### src/rtl/led_bar_decoder_if.sv
// led_bar_decoder_if: LED bar animation bus carrying observed frames in and decoded step/status out
interface led_bar_decoder_if #(parameter int ERR_W = 8) ();
  logic [7:0]       led_in;
  logic             sample;
  logic [3:0]       step;
  logic             step_valid;
  logic             dir;
  logic             seq_err;
  logic [ERR_W-1:0] err_cnt;
  modport master (output led_in, sample, input step, step_valid, dir, seq_err, err_cnt);
  modport slave (input led_in, sample, output step, step_valid, dir, seq_err, err_cnt);
endinterface

### src/rtl/led_bar_decoder.sv
// led_bar_decoder: recovers the 16-step fill/drain animation index and counts sequence errors
// LED_BAR_BLINK_TOL_EN: ignore the blinking fill-front bit s when checking fill steps 0-7
module led_bar_decoder #(
  parameter int LOCK_CNT = 2,
  parameter int MISS_MAX = 3,
  parameter int ERR_W    = 8
) (
  input logic clk,
  input logic rst,
  led_bar_decoder_if.slave bus
);
  typedef enum logic [1:0] {HUNT, CONFIRM, LOCKED} state_t;
  state_t           fsm, w_fsm;
  logic [3:0]       exp, ccnt, mcnt, r_step;
  logic [3:0]       w_exp, w_ccnt, w_mcnt, w_step;
  logic             r_dir, r_step_valid, r_seq_err, w_seq_err, w_hit;
  logic [ERR_W-1:0] r_err_cnt;
  function automatic logic [7:0] pat(input logic [3:0] s);
    return s[3] ? 8'hFF >> ({1'b0, s[2:0]} + 4'd1) : 8'hFF >> (3'd7 - s[2:0]);
  endfunction
  function automatic logic hit(input logic [7:0] v, input logic [3:0] s);
    logic [7:0] m;
`ifdef LED_BAR_BLINK_TOL_EN
    m = s[3] ? 8'hFF : ~(8'h01 << s[2:0]);
`else
    m = 8'hFF;
`endif
    return ((v ^ pat(s)) & m) == 8'h00;
  endfunction
  always_comb begin
    w_fsm     = fsm;
    w_exp     = exp;
    w_ccnt    = ccnt;
    w_mcnt    = mcnt;
    w_step    = r_step;
    w_seq_err = 1'b0;
    w_hit     = hit(bus.led_in, exp);
    if (bus.sample) begin
      case (fsm)
        HUNT: begin
          if (hit(bus.led_in, 4'd7) || hit(bus.led_in, 4'd15)) begin
            w_step = hit(bus.led_in, 4'd7) ? 4'd7 : 4'd15;
            w_exp  = w_step + 4'd1;
            w_ccnt = 4'd0;
            w_fsm  = CONFIRM;
          end
        end
        CONFIRM: begin
          w_step = w_hit ? exp : r_step;
          w_exp  = w_hit ? exp + 4'd1 : exp;
          w_ccnt = w_hit ? ccnt + 4'd1 : ccnt;
          w_mcnt = 4'd0;
          w_fsm  = !w_hit ? HUNT : (w_ccnt == 4'(LOCK_CNT)) ? LOCKED : CONFIRM;
        end
        LOCKED: begin
          w_step    = exp;
          w_exp     = exp + 4'd1;
          w_mcnt    = w_hit ? 4'd0 : mcnt + 4'd1;
          w_seq_err = !w_hit;
          w_fsm     = (w_mcnt == 4'(MISS_MAX)) ? HUNT : LOCKED;
        end
        default: w_fsm = HUNT;
      endcase
    end
  end
  always_ff @(posedge clk) begin
    if (rst) begin
      fsm          <= HUNT;
      exp          <= 4'd0;
      ccnt         <= 4'd0;
      mcnt         <= 4'd0;
      r_step       <= 4'd15;
      r_dir        <= 1'b0;
      r_step_valid <= 1'b0;
      r_seq_err    <= 1'b0;
      r_err_cnt    <= '0;
    end else begin
      fsm          <= w_fsm;
      exp          <= w_exp;
      ccnt         <= w_ccnt;
      mcnt         <= w_mcnt;
      r_step       <= w_step;
      r_dir        <= ~w_step[3];
      r_step_valid <= (w_fsm == LOCKED);
      r_seq_err    <= w_seq_err;
      if (w_seq_err && !(&r_err_cnt)) r_err_cnt <= r_err_cnt + 1'b1;
    end
  end
  assign bus.step       = r_step;
  assign bus.dir        = r_dir;
  assign bus.step_valid = r_step_valid;
  assign bus.seq_err    = r_seq_err;
  assign bus.err_cnt    = r_err_cnt;
endmodule

### src/flat_wrapper.sv
// flat-port wrapper written by rule: the top's interface ports become plain ports
module led_bar_decoder_flat 
#(
  parameter int LOCK_CNT = 2,
  parameter int MISS_MAX = 3,
  parameter int ERR_W    = 8
)
  (clk, rst, bus_led_in, bus_sample, bus_step, bus_step_valid, bus_dir, bus_seq_err, bus_err_cnt);
  led_bar_decoder_if #(.ERR_W(ERR_W)) bus_i ();
  input logic clk;
  input logic rst;
  input wire logic [$bits(bus_i.led_in)-1:0] bus_led_in;
  input wire logic [$bits(bus_i.sample)-1:0] bus_sample;
  output wire logic [$bits(bus_i.step)-1:0] bus_step;
  output wire logic [$bits(bus_i.step_valid)-1:0] bus_step_valid;
  output wire logic [$bits(bus_i.dir)-1:0] bus_dir;
  output wire logic [$bits(bus_i.seq_err)-1:0] bus_seq_err;
  output wire logic [$bits(bus_i.err_cnt)-1:0] bus_err_cnt;
  assign bus_i.led_in = bus_led_in;
  assign bus_i.sample = bus_sample;
  assign bus_step = bus_i.step;
  assign bus_step_valid = bus_i.step_valid;
  assign bus_dir = bus_i.dir;
  assign bus_seq_err = bus_i.seq_err;
  assign bus_err_cnt = bus_i.err_cnt;
  led_bar_decoder #(.LOCK_CNT(LOCK_CNT), .MISS_MAX(MISS_MAX), .ERR_W(ERR_W)) u_core (.clk(clk), .rst(rst), .bus(bus_i));
endmodule
### config.mk
export PLATFORM = sky130hd
export DESIGN_NAME = led_bar_decoder_flat
export DESIGN_NICKNAME = d
export VERILOG_FILES = /design/src/rtl/led_bar_decoder_if.sv /design/src/rtl/led_bar_decoder.sv /design/src/flat_wrapper.sv
export SDC_FILE = /design/constraint.sdc
export NUM_CORES = 1
export LEC_CHECK = 0
export CORE_UTILIZATION = 55
export CTS_CLUSTER_SIZE = 30
export DETAILED_ROUTE_END_ITERATION = 10
export PLACE_DENSITY = 0.75
export SLEW_MARGIN = 40
export SYNTH_ARGS = -nofsm -noshare
export SYNTH_HDL_FRONTEND = slang
export SYNTH_SLANG_ARGS = --single-unit
### constraint.sdc
create_clock -name clk -period 3.4 [get_ports clk]
set_clock_uncertainty 0.1 [all_clocks]
set_input_delay 1.02 -clock clk [delete_from_list [all_inputs] [get_ports clk]]
set_output_delay 1.02 -clock clk [all_outputs]
set_load 0.03 [all_outputs]
After elaboration in Yosys (flattened, before gate mapping)
Cells that the tools add are included.

Bits in registers: 29. Bits of input ports: 11. Output and inout port bits: 15. Word-level logic and storage cells: 66.

$add $sub $neg: 7. Equality and inequality tests: 7. Shifts and indexed selects: 2. Mux-type cells: 22. Bitwise logic cells: 3. Reductions and logical operators: 15.

Operators with widths (count): two-way mux 4 bit (9); zero test 8 bit (3); case mux 4 bit (3 select lines) (2); adder 4 x 1 -> 4 bit (second input constant) (4); case mux 4 bit (2 select lines) (2); two-way mux 2 bit (5); adder 8 x 1 -> 8 bit (second input constant) (1); == test 4 x 2 -> 1 bit (second input constant) (2); two-way mux 8 bit (1); inverter 8 bit (1); AND reduction 8 bit (1); >> shifter 8 x 3 -> 8 bit (first input constant) (1); >> shifter 8 x 4 -> 8 bit (first input constant) (1); bitwise XOR 8 bit (1); case mux 2 bit (3 select lines) (1); adder 3 x 1 -> 4 bit (second input constant) (1); == test 2 bit (second input constant) (2); inequality test 2 x 1 -> 1 bit (second input constant) (2); AND reduction 4 bit (1); nonzero test 2 bit (2); AND reduction 3 bit (1); nonzero test 3 bit (1); subtractor 3 bit (first input constant) (1); == test 2 x 1 -> 1 bit (second input constant) (1); 7 further kinds (9).

Logic depth before layout (Yosys ltp)
Gate-level depths: netlist of the first run.

Depth in word-level cells: 12. Gate-level depth with buffers: 10. Mapped depth without buffers: 8.

Least setup slack after synthesis of the first run
No wires, ideal clock.

Path type: input port to flip-flop. Start: input port bus_led_in[2]. End: register u_core.r_err_cnt[2], in the netlist u_core.bus.err_cnt[2]. Library setup time: 0.121 ns. Arrival: 2.582 ns. Data required time: 3.179 ns. Slack: 0.598 ns. Cell stages on the path: 9. Path buffers: 3. Path through: buf_2 > and3b_1 > a211oi_2 > o311ai_2 > and2_4 > buf_6 > buf_8 > a21oi_1 > mux2_2.

Cells in the longest elaborated chain, start to end: 6.

RTL lines: from (decl) (RTL line flat_wrapper.sv:12) `input wire logic [$bits(bus_i.led_in)-1:0] bus_led_in;`; bitwise XOR 8 bit (RTL line led_bar_decoder.sv:28) `return ((v ^ pat(s)) & m) == 8'h00;`; zero test 8 bit (RTL line led_bar_decoder.sv:28); zero test 1 bit; two-way mux 1 bit (RTL line led_bar_decoder.sv:39) `case (fsm)`; two-way mux 1 bit (RTL line led_bar_decoder.sv:38) `if (bus.sample) begin`; logical AND 1 bit (RTL line led_bar_decoder.sv:86) `if (w_seq_err && !(&r_err_cnt)) r_err_cnt <= r_err_cnt + 1'b1;`; to (signal assigned) (RTL line led_bar_decoder.sv:86); to (decl) (RTL line led_bar_decoder.sv:17) `logic [ERR_W-1:0] r_err_cnt;`.

Every way passes these cells. A chain may end at the register's enable or synchronous reset.

Worst setup path in the final report of the first run
Start: input port bus_led_in[3]. End: register u_core.r_step[3], in the netlist u_core.bus.step[3].

Cells in the longest elaborated chain, start to end: 6. Elaborated cells on any way between the ends: 11. Classes of those cells: 5 x mux; 2 x bitwise; 4 x reduce/logical.

RTL lines: inverter 8 bit (no line); zero test 8 bit (RTL line led_bar_decoder.sv:28); two-way mux 4 bit or logical OR 1 bit (tied branches) (RTL line led_bar_decoder.sv:42, led_bar_decoder.sv:41); two-way mux 4 bit (RTL line led_bar_decoder.sv:41) `if (hit(bus.led_in, 4'd7) || hit(bus.led_in, 4'd15)) begin`; case mux 4 bit (3 select lines) (*) (RTL line led_bar_decoder.sv:39); two-way mux 4 bit (*) (RTL line led_bar_decoder.sv:38); to (signal assigned) (RTL line led_bar_decoder.sv:82) `r_step <= w_step;`; to (decl) (RTL line led_bar_decoder.sv:14) `logic [3:0] exp, ccnt, mcnt, r_step;`.

Every way passes the cells marked *; elsewhere a longest branch is shown, timed or not. The select of a mux whose other input is x is not followed.

==> flow_summary.yaml, run 1 <==
run_status:
  status: "completed"
critical_path:
  startpoint_type: "input port"
  path_max_fanout: 15
  startpoint: "bus_led_in[3]"
  path_class: "in2reg"
  worstSetupEndpointType: "register"
  arrival_ps: 3160
  cp.required_ps: 3460
  regToRegStartpoint: "u_core.exp[3]"
hold_path:
  min_path_type: "reg2reg"
  hold_start: "u_core.bus.err_cnt[6]"
sta:
  fmax_ghz: 0.323
  final_max_slew_viol_count: 0
  fin_crit_sh: 0.912
  worst_pin_slew_ps: 795
  rsz0062_at_grt: "no"
  hold_ws_ps: 374
  finalSetupTns_ps: 0
  period_minus_slack_ps: 3100
  hold_violations: 0
  finalSetupViolations: 0
  slew_headroom: 0.462
clock_network:
  cts_setup_buffers: 0
  clockRootBuffer: "clkbuf_8"
  path_clk_slew_ps: 60
  cts_tree: "built"
  htreeDepth: 2
  cts_num_sinks: 29
  holdBufCountCts: 0
  cts-resized-gates: 0
  clock_tree.buffer_depth: 2
  cts_made_buffers: 5
  clkLatencyLatePin_ps: 270
yosys:
  synth_cells: 296
  yosys.cell_types.count: 65
  synthesis.nets: 315
  async_flop_share: 0
  syn_avg_cell_area_um2: 7.87
  ys_seq_area_frac: 0.249
  synth-edff-count: 0
  yosysWarnings: 0
  ys_seq_elements: 29
  synth_area_um2: 2330
  synthFlopType: "dfxtp_1"
die:
  dieArea_um2: 4500
  die_x_um: 67.1
  num_rows: 23
  initial_core_util: 0.578
  dieHeight_um: 67.1
  ioPinCount: 26
  core_um2: 4030
run:
  cap_violations: 0
placed_design:
  io_buffers: 25
  place_inst: 358
  dp_hpwl_mm: 3.91
  place_congestion: 0.871
  dpl_cell_area_um2: 2550
drt:
  drc: 0
  ant_nets: 0
  viasPerCell: 6.25
  routed_wl_mm: 5.48
  drt-pass1-iter-count: 5
  vias: 2280
  wire_per_inst_um: 15.0
  dr.first_iter.drc_count: 212
global_route:
  use_met2: 0.430
  grt_pass1_vias: 2059
  grtUsageTotal: 0.271
  top_usage_layer: "met2"
  grt_pass1_wl_mm: 9.32
  grt_overflow: 0
  grtUsageMet1: 0.374
  grt_start_max_net_pins: 24
  antenna_found_initial: 0
  grtUsageMet3: 0.0462
power_and_ir_drop:
  p_leak_nw: 0.900
  powerDensity_nw_per_um2: 263
  p_total_w: 0.000695
  vdd_drop_max_v: 0.000278
final_layout:
  seqCellArea_um2: 581
  fillers: 378
  multi_input_area_um2: 1560
  drive_above_1_share: 0.130
  layout_commonest_cell: "nand2_1"
  stdcell_area_um2: 2640
  nets: 334
  diodes: 0
  syn_to_final_growth_pct: 13.2
  fin_cells: 365
  final_cell_mix: "nand2_1, dfxtp_1, nor2_1"
final cells by class:
| class | instances | area share |
|---|---|---|
| Sequential cell | 29 | 0.220 |
| Tap cell | 50 | 0.0237 |
| Inverter | 11 | 0.0157 |
| Clock buffer | 7 | 0.0327 |
| Timing Repair Buffer | 33 | 0.118 |
| Multi-Input combinational cell | 235 | 0.590 |
registers in the layout, summed over array words and instances (netlist names):
signal	flops
u_core.exp	4
u_core.bus.dir	1
u_core.bus.seq_err	1
u_core.ccnt	4
u_core.bus.err_cnt	8
u_core.bus.step_valid	1
u_core.fsm	2
u_core.mcnt	4
u_core.bus.step	4
cells in the mapped netlist, types with 3 or more instances:
| cell | number | area (um^2) |
|---|---|---|
| o21ai_0 | 8 | 40.0 |
| nor3_1 | 10 | 50.1 |
| o311ai_0 | 4 | 35.0 |
| ha_1 | 8 | 100 |
| or2_2 | 3 | 18.8 |
| mux2_2 | 6 | 67.6 |
| a311oi_1 | 3 | 26.3 |
| nor2b_1 | 8 | 50.1 |
| nand2b_1 | 5 | 31.3 |
| o2111ai_1 | 3 | 26.3 |
| a21oi_1 | 11 | 55.1 |
| mux2i_1 | 3 | 30.0 |
| o31ai_1 | 4 | 30.0 |
| nor3b_1 | 5 | 37.5 |
| and3b_1 | 4 | 35.0 |
| and3_1 | 4 | 25.0 |
| nand3_1 | 18 | 90.1 |
| nand4_1 | 6 | 37.5 |
| nor2_1 | 27 | 101 |
| nor4_1 | 5 | 31.3 |
| inv_1 | 11 | 41.3 |
| dfxtp_1 | 29 | 581 |
| o211ai_2 | 3 | 37.5 |
| buf_6 | 5 | 56.3 |
| clkbuf_1 | 4 | 15.0 |
| buf_2 | 8 | 40.0 |
| a31oi_1 | 5 | 31.3 |
| nand2_1 | 34 | 128 |
per-layer routing:
metal | share of wire | vias to the layer above
met5 | 0 | -
met4 | 0.0062 | 0
met3 | 0.058 | 4
met2 | 0.46 | 68
met1 | 0.48 | 1075
li1 | - | 1133
metrics by stage:
step | worst slack [ps] | utilization
floorplan | 598 | -
global placement | 77.9 | 0.633
detailed placement | 30.9 | 0.633
CTS | 318 | 0.654
global route | 168 | 0.654
finish | 300 | 0.654
cell families (layout without fill, tap and decap cells):
logic type | after synthesis | in the layout | synth area share
AO/OA/AOI/OAI | 69 | 69 | 0.239
XOR/XNOR | 2 | 2 | 0.00752
adder cells (fa/ha/maj) | 8 | 8 | 0.0430
buffers and inverters | 32 | 51 | 0.0827
flip-flops | 29 | 29 | 0.249
multiplexers | 9 | 9 | 0.0419
AND/OR/NAND/NOR | 147 | 147 | 0.336
power breakdown:
part | switching (W) | internal, W
Combinational | 0.0000425 | 0.0000290
Clock | 0.000120 | 0.000160
Sequential | 0.00000136 | 0.000342
final timing paths:
kind	end	slack (ps)	cells after the start
min reg2reg	u_core.bus.err_cnt[6]	370	2
max reg2reg	u_core.bus.step[3]	820	6
max	u_core.bus.step[3]	300	7
min	u_core.bus.err_cnt[6]	370	2
critical path: stages:
cell             delay (ps)
clkdlybuf4s50_1         580
and3_2                  200
o21ai_0                 100
a31oi_2                 190
and2_1                  540
nand2_1                 150
a311o_1                 380
Note: power is estimated with default switching activity, not from simulation.
==> run 2: changes to the inputs <==
--- a/config.mk
+++ b/config.mk
@@ -8,7 +8,9 @@
 export CORE_UTILIZATION = 55
 export CTS_CLUSTER_SIZE = 30
 export DETAILED_ROUTE_END_ITERATION = 10
+export GPL_TIMING_DRIVEN = 1
 export PLACE_DENSITY = 0.75
+export SKIP_LAST_GASP = 1
 export SLEW_MARGIN = 40
 export SYNTH_ARGS = -nofsm -noshare
 export SYNTH_HDL_FRONTEND = slang
==> results of run 2 <==
Same layout as run 1: the final DEF is identical, and so are final timing and power.
